$ cat config.mk
export PLATFORM = sky130hd
export DESIGN_NAME = register_file
export DESIGN_NICKNAME = d
export VERILOG_FILES = /design/src/rtl/mips_pkg.sv /design/src/rtl/register_cell.sv /design/src/rtl/register_file.sv
export SDC_FILE = /design/constraint.sdc
export NUM_CORES = 2
export LEC_CHECK = 0
export ABC_AREA = 1
export BUFFER_PORTS_ARGS = -buffer_cell sky130_fd_sc_hd__buf_2
export CAP_MARGIN = 25
export CORE_ASPECT_RATIO = 1.25
export CORE_MARGIN = 2
export CORE_UTILIZATION = 35
export CTS_CLUSTER_DIAMETER = 120
export DETAILED_ROUTE_END_ITERATION = 12
export GPL_TIMING_DRIVEN = 0
export PLACE_DENSITY = 0.58
export SYNTH_ARGS = -nofsm -noshare
export SYNTH_HDL_FRONTEND = slang
export SYNTH_SLANG_ARGS = --single-unit
$ cat constraint.sdc
create_clock -name clk -period 2.9 [get_ports clk]
set_clock_uncertainty 0.15 [all_clocks]
set_input_delay 0.58 -clock clk [delete_from_list [all_inputs] [get_ports clk]]
set_output_delay 0.58 -clock clk [all_outputs]
set_load 0.05 [all_outputs]
$ cat src/rtl/mips_pkg.sv
// Shared MIPS datapath definitions: register-file geometry, named register
// indices, default reset constants and the write-enable decoder.
package mips_pkg;

  localparam int N_REGS    = 32;
  localparam int REG_IDX_W = 5;

  // Register index type, shared with control and hazard logic.
  typedef logic [REG_IDX_W-1:0] reg_idx_t;

  localparam reg_idx_t REG_ZERO = 5'd0;
  localparam reg_idx_t REG_GP   = 5'd28;
  localparam reg_idx_t REG_SP   = 5'd29;
  localparam reg_idx_t REG_RA   = 5'd31;

  localparam logic [31:0] DEFAULT_SP_RESET = 32'h7FFF_EFFC;
  localparam logic [31:0] DEFAULT_GP_RESET = 32'h1000_8000;

  // One-hot write enable for the implemented cells 1..31; index 0 has no
  // storage, so it never gets an enable bit.
  function automatic logic [N_REGS-1:1] decode_write_enable(input reg_idx_t idx,
                                                            input logic     en);
    logic [N_REGS-1:1] onehot;
    onehot = {(N_REGS-1){1'b0}};
    for (int i = 1; i < N_REGS; i++) begin
      if (en && (idx == reg_idx_t'(i))) begin
        onehot[i] = 1'b1;
      end else begin
        onehot[i] = 1'b0;
      end
    end
    return onehot;
  endfunction

endpackage

$ cat src/rtl/register_cell.sv
// One N_BITS-wide register with a load enable and a synchronous,
// active-high reset to a per-instance value.
module register_cell #(
  parameter int                N_BITS      = 32,
  parameter logic [N_BITS-1:0] RESET_VALUE = {N_BITS{1'b0}}
) (
  input  logic              clk,
  input  logic              reset,
  input  logic              enable,
  input  logic [N_BITS-1:0] d,
  output logic [N_BITS-1:0] q
);

  logic [N_BITS-1:0] data_d;
  logic [N_BITS-1:0] data_q;

  // Next value: load d when enabled, otherwise hold.
  always_comb begin
    data_d = data_q;
    if (enable) begin
      data_d = d;
    end else begin
      data_d = data_q;
    end
  end

  // State register; reset overrides any load in the same cycle.
  always_ff @(posedge clk) begin
    if (reset) begin
      data_q <= RESET_VALUE;
    end else begin
      data_q <= data_d;
    end
  end

  assign q = data_q;

endmodule

$ cat src/rtl/register_file.sv
// 32 x N_BITS MIPS general-purpose register file: two combinational read
// ports, one synchronous write port, hardwired zero register, configurable
// $gp/$sp reset values and optional same-cycle write-through bypass.
module register_file
  import mips_pkg::*;
#(
  parameter int                N_BITS        = 32,
  parameter logic [N_BITS-1:0] SP_RESET      = DEFAULT_SP_RESET,
  parameter logic [N_BITS-1:0] GP_RESET      = DEFAULT_GP_RESET,
  parameter int                WRITE_THROUGH = 0
) (
  input  logic              clk,
  input  logic              reset,
  input  logic              RegWrite,
  input  logic [4:0]        WriteRegister,
  input  logic [N_BITS-1:0] WriteData,
  input  logic [4:0]        ReadRegister1,
  input  logic [4:0]        ReadRegister2,
  output logic [N_BITS-1:0] ReadData1,
  output logic [N_BITS-1:0] ReadData2
);

  logic [N_REGS-1:1]             wr_en_s;
  logic [N_REGS-1:0][N_BITS-1:0] regs_s;
  logic                          bypass_ok_s;
  logic [N_BITS-1:0]             rd1_s;
  logic [N_BITS-1:0]             rd2_s;

  // Reset priority is enforced inside each cell, so the decoder only needs
  // RegWrite and the index.
  assign wr_en_s = decode_write_enable(WriteRegister, RegWrite);

  // Entry 0 has no storage: it always reads as zero.
  assign regs_s[0] = {N_BITS{1'b0}};

  for (genvar g = 1; g < N_REGS; g++) begin : g_cell
    localparam logic [N_BITS-1:0] CELL_RESET =
      (g == int'(REG_GP)) ? GP_RESET :
      (g == int'(REG_SP)) ? SP_RESET : {N_BITS{1'b0}};

    register_cell #(
      .N_BITS      (N_BITS),
      .RESET_VALUE (CELL_RESET)
    ) u_cell (
      .clk    (clk),
      .reset  (reset),
      .enable (wr_en_s[g]),
      .d      (WriteData),
      .q      (regs_s[g])
    );
  end

  // A forwardable write exists this cycle: bypass enabled, writing, not in
  // reset, and not targeting the zero register.
  always_comb begin
    bypass_ok_s = 1'b0;
    if ((WRITE_THROUGH != 0) && RegWrite && !reset && (WriteRegister != REG_ZERO)) begin
      bypass_ok_s = 1'b1;
    end else begin
      bypass_ok_s = 1'b0;
    end
  end

  // Read port 1: stored value, or the in-flight write data on an index match.
  always_comb begin
    rd1_s = regs_s[ReadRegister1];
    if (bypass_ok_s && (WriteRegister == ReadRegister1)) begin
      rd1_s = WriteData;
    end else begin
      rd1_s = regs_s[ReadRegister1];
    end
  end

  // Read port 2: independent of port 1, same forwarding rule.
  always_comb begin
    rd2_s = regs_s[ReadRegister2];
    if (bypass_ok_s && (WriteRegister == ReadRegister2)) begin
      rd2_s = WriteData;
    end else begin
      rd2_s = regs_s[ReadRegister2];
    end
  end

  assign ReadData1 = rd1_s;
  assign ReadData2 = rd2_s;

endmodule

### After elaboration in Yosys (flattened, before gate mapping)

Cells that the tools add are included.

* register bits: 992
* RAM bits: 0
* bits in read-only memories: 0
* input bits: 50
* bits in latches: 0
* memories: 0
* output and inout port bits: 64
* word-level logic and storage cells: 130

* $lt $le $gt $ge: 2
* reduce and logical (&&, ||, !) cells: 31
* mux-type cells: 35
* $add $sub $neg: 0
* divide/modulo/power cells: 0
* bitwise operators: 0
* multiply operators: 0
* shift operators: 0
* equal/unequal tests: 31

Operators with widths (count)
* 32-bit binary-select mux with 5-bit select: 2
* 5-bit equality test (second input constant): 16
* 32-bit two-way mux: 2
* 5-bit by 4-bit equality test with 1-bit output (second input constant): 8
* 1-bit logical AND: 31
* 1-bit two-way mux: 31
* 5-bit by 3-bit equality test with 1-bit output (second input constant): 4
* 5-bit by 6-bit < comparator with 1-bit output (second input constant): 2
* 5-bit by 2-bit equality test with 1-bit output (second input constant): 2
* 5-bit by 1-bit equality test with 1-bit output (second input constant): 1

### Longest topological paths before layout

* word-level depth: 3
* depth in mapped cells: 13
* gate-level depth less buffers: 9

### Hierarchy

Synthesis repeated with hierarchy kept, for this count alone.

* cell total of the unflattened synthesis: 11260
* area total of the unflattened synthesis: 62859.0 um^2

Modules (own cells, without submodules)
* register_cell at g_cell[10].u_cell ...: area each 1338.8 um^2, cells each 203, times used 29
* register_file: area each 21521.9 um^2, cells each 5026, times used 1
* register_cell at g_cell[28].u_cell: area each 1330.0 um^2, cells each 200, times used 1
* register_cell at g_cell[29].u_cell: area each 1182.4 um^2, cells each 147, times used 1

### Worst setup path after synthesis

No wires, ideal clock.

* path kind: input to output
* start point: input ReadRegister1[0]
* end point: output ReadData1[16]
* data required time: 2170 ps
* cell stages on the path: 10
* slack: 275 ps
* path buffers: 3
* arrival time: 1895 ps
* cell sequence: buf_4 inv_4 buf_4 clkbuf_1 nand2_1 nand3_1 nand4_1 nand3_1 nand3_1 nand2_1

* longest elaborated chain between the ends: 2

Ends and longest elaborated chain
* start: declaration: RTL line register_file.sv:17 `input logic [4:0] ReadRegister1,`
* 32-bit binary-select mux with 5-bit select: RTL line register_file.sv:70 `rd1_s = regs_s[ReadRegister1];`
* 32-bit two-way mux (implied by the code): RTL line register_file.sv:70
* end: declaration: RTL line register_file.sv:19 `output logic [N_BITS-1:0] ReadData1,`

Every way passes these cells. The select of a mux whose other input is x is not followed.

### Final worst setup path

* start point: input ReadRegister2[4]
* end point: output ReadData2[3]

* longest elaborated chain between the ends: 2

Ends and longest elaborated chain
* start: declaration: RTL line register_file.sv:18 `input logic [4:0] ReadRegister2,`
* 32-bit binary-select mux with 5-bit select: RTL line register_file.sv:80 `rd2_s = regs_s[ReadRegister2];`
* 32-bit two-way mux (implied by the code): RTL line register_file.sv:80
* end: declaration: RTL line register_file.sv:20 `output logic [N_BITS-1:0] ReadData2`

Every way passes these cells. The select of a mux whose other input is x is not followed.

==> run metrics <==
CTS tree done; max-slew violations 0; worst-skew pair later-pin latency 0.81 ns; Syn Std Cell Area between 50000 and 60000 um^2; PortBufs 106; number of flops mapped to enable cells by yosys 0; post-synth top area cell dfxtp_1; final WL 382.8 mm; R2R Setup Slk 1.99 ns; synth-to-layout area growth 27.56%; FP Rows 162; Worst slew margin 14.31%; clock root cell clkbuf_16; Power Total 38.10 mW; Fmax achieved 0.3192 GHz; initial antenna violation count 30; Hold Crit Class in2reg; die area around 160000 um^2; first-pass GRT wire length between 500 and 600 mm; Bufs on Longest Clock Path 3; failing checks setup timing; post-DR vias/cell between 6 and 7; Worst R2R Start g_cell[22].u_cell.q[19]$_SDFFE_PP0P_; Setup Slack @ Placement -1.527 ns; PwrDens 545.1 nW/um^2; Placer Congestion 1.057; Initial Utilization 35.19%; ys flop type dfxtp_1; max reg flops 992; Clock Power Share 43.4%; Synth top area share 36.25%; WP data arrival roughly 2.4 ns; YS warnings 0; setup violators final 82; slowest stage delay, CP approximately 0.5 ns; Layout Nets 9297; Period minus WS final 3.133 ns; Fin Hold WS 0.01502 ns; critical path, cell by cell clkbuf_2 > inv_1 > clkbuf_2 > nand2_1 > nand2_2 > buf_8; Filler cells 16660; CP Class in2out; vias in the first global route 64950; die height between 400 and 500 um; Core Util, Final ~45%; Final Hold Fails 0; Seq pwr share 36.4%; DR iter-0 viols about 9800; Worst VDD drop about 490 uV; kind of end point of the critical path output pin; placed cells 11100; DRC viols 0; register bit total from synthesis 992; clock sinks 992; total grt overflow 0; Area contributors post-synth dfxtp_1 (36%), nand2_1 (18%), nand3_1 (16%); Tcrit/Tclk final 108.0%; crit path from ReadRegister2[4]; Die W 357.9 um; crit start category input pin; Pre-Repair DR Iteration Count 7; Layout Cells excl Fill 11420; count leader, synth nand2_1; setup ws final -0.2326 ns; cell mode on critical path clkbuf_2; Synth top cells by count nand2_1 (2577), nand3_1 (1795), dfxtp_1 (992), a21oi_1 (942), inv_1 (699); Total GRT Usage between 40% and 50%; R2R cell count 2; Max-Cap Viols 0; internal power 25.44 mW; Sw Pwr 12.65 mW; Pleak 27.31 nW; status finished, violations left; Synth cell types 22; Net Sw Frac 33.21%; CTS H-tree lvls 3; Seq/Total Area, Yosys 36.25%; TritonCTS buffer count 115; routed via count ~70000; layout cell share with drive strength beyond 1 14.81%; core area roughly 160000 um^2; DP Wirelength 283.3 mm; asr flop ratio synth 0%; clock transition at the registers of the reported paths 0.06 ns; maximum fanout along the worst path 10; Logic pwr share 20.2%; Ports 114; worst endpoint required time 2.17 ns; Avg WL per Cell about 34 um; Mapped Nets 8946; antenna viol nets, final 0; pin count of the biggest net entering global routing 15; CP endpoint ReadData2[3]; post-synthesis average cell area 6.159 um^2; FF-to-FF End g_cell[22].u_cell.q[19]$_SDFFE_PP0P_; Least-Margin Pin Slew between 1 and 1.5 ns; RSZ-0062 raised after global routing true; Post-Synthesis Cells 8896; CP max-delay cell inv_1
-- metrics by stage --
stage | cell area (um^2) | TNS [ns]
after floorplan | 54790 | 0
after global placement | 57880 | -293.84
after detailed placement | 58590 | -211.38
after CTS | 67610 | -0.9972
after global routing | 69830 | -4.402
final | 69890 | -6.850
-- cell type report --
type                            instances  area (um^2)  share of cell area [%]
Timing Repair Buffer                  236         3312                   4.739
Inverter                              716         2743                   3.924
Clock inverter                         41        573.1                  0.8200
Multi-Input combinational cell       6342        30850                   44.14
Buffer                                842         6417                   9.183
Timing Repair inverter                  2        17.52                 0.02506
Antenna cell                           26        65.06                 0.09310
Sequential cell                       992        19860                   28.42
Tap cell                             2050         2565                   3.670
Clock buffer                          170         3482                   4.982
-- cells in the final DEF (no fill, tap or decap), types with 9 or more instances in the layout --
master	instances
nand2_1	2380
nand3_1	1559
dfxtp_1	989
a21oi_1	940
inv_1	697
o21ai_0	497
clkbuf_1	336
o21ai_1	242
nand3_2	210
buf_2	151
nor2_1	147
clkbuf_16	145
buf_8	128
nand2_2	128
buf_6	110
buf_4	98
nand4_1	94
buf_12	86
nand2_4	75
clkbuf_8	44
clkbuf_4	41
clkbuf_2	37
buf_1	36
nand3_4	29
o211ai_1	28
diode_2	26
buf_16	20
clkinv_2	20
bufinv_16	14
dlygate4sd3_1	13
inv_2	11
nor2_2	9
-- how the worst min path moves through the flow --
stage,start,end,slack (ns),depth (start not counted)
6_report,WriteData[28],g_cell[2].u_cell.q[28]$_SDFFE_PP0P_,0.02,3
2_1_floorplan,g_cell[16].u_cell.q[31]$_SDFFE_PP0P_,g_cell[16].u_cell.q[31]$_SDFFE_PP0P_,0.29,2
5_1_grt,WriteData[27],g_cell[2].u_cell.q[27]$_SDFFE_PP0P_,0.009,3
3_5_place_dp,g_cell[19].u_cell.q[19]$_SDFFE_PP0P_,g_cell[19].u_cell.q[19]$_SDFFE_PP0P_,0.30,2
4_1_cts,WriteData[4],g_cell[2].u_cell.q[4]$_SDFFE_PP0P_,0.0003,3
3_3_place_gp,g_cell[19].u_cell.q[28]$_SDFFE_PP0P_,g_cell[19].u_cell.q[28]$_SDFFE_PP0P_,0.30,2
-- routing by layer --
| layer | vias to the layer above | track usage, % | wire length, um |
|---|---|---|---|
| li1 | 29910 | - | - |
| met1 | 32590 | 51.21 | 131700 |
| met2 | 5200 | 70.54 | 163900 |
| met3 | 1961 | 14.03 | 45020 |
| met4 | 16 | 39.86 | 42000 |
| met5 | - | 0 | 216 |
-- power by group through the flow --
stage                     clock network [mW]  registers (mW)  logic (mW)
after global routing                    16.8            13.9        7.73
after detailed placement                   0            14.2        5.91
after global placement                     0            14.2        5.80
after CTS                               16.3            13.9        6.89
final                                   16.5            13.9        7.71
after floorplan                            0            14.1        3.03
-- critical path, delay by kind of cell --
family,cells,cell delay (ns)
buffers and inverters,4,1.50
AND/OR/NAND/NOR,2,0.30
-- timing repair --
item,CTS,global route
pin swaps,87,132
endpoints found under the hold margin,13,0
buffers inserted,15,23
gates resized for setup,1352,357
endpoints found under the setup margin,64,64
gates cloned,14,19
hold buffers,13,0
-- cell families after synthesis --
| kind of cell | share of synthesized area, % |
|---|---|
| AOI/OAI and AO/OA | 15.74 |
| and+or+nand+nor | 36.39 |
| buffers and inverters | 11.62 |
| DFF | 36.25 |
(Power assumes the default switching activity.)
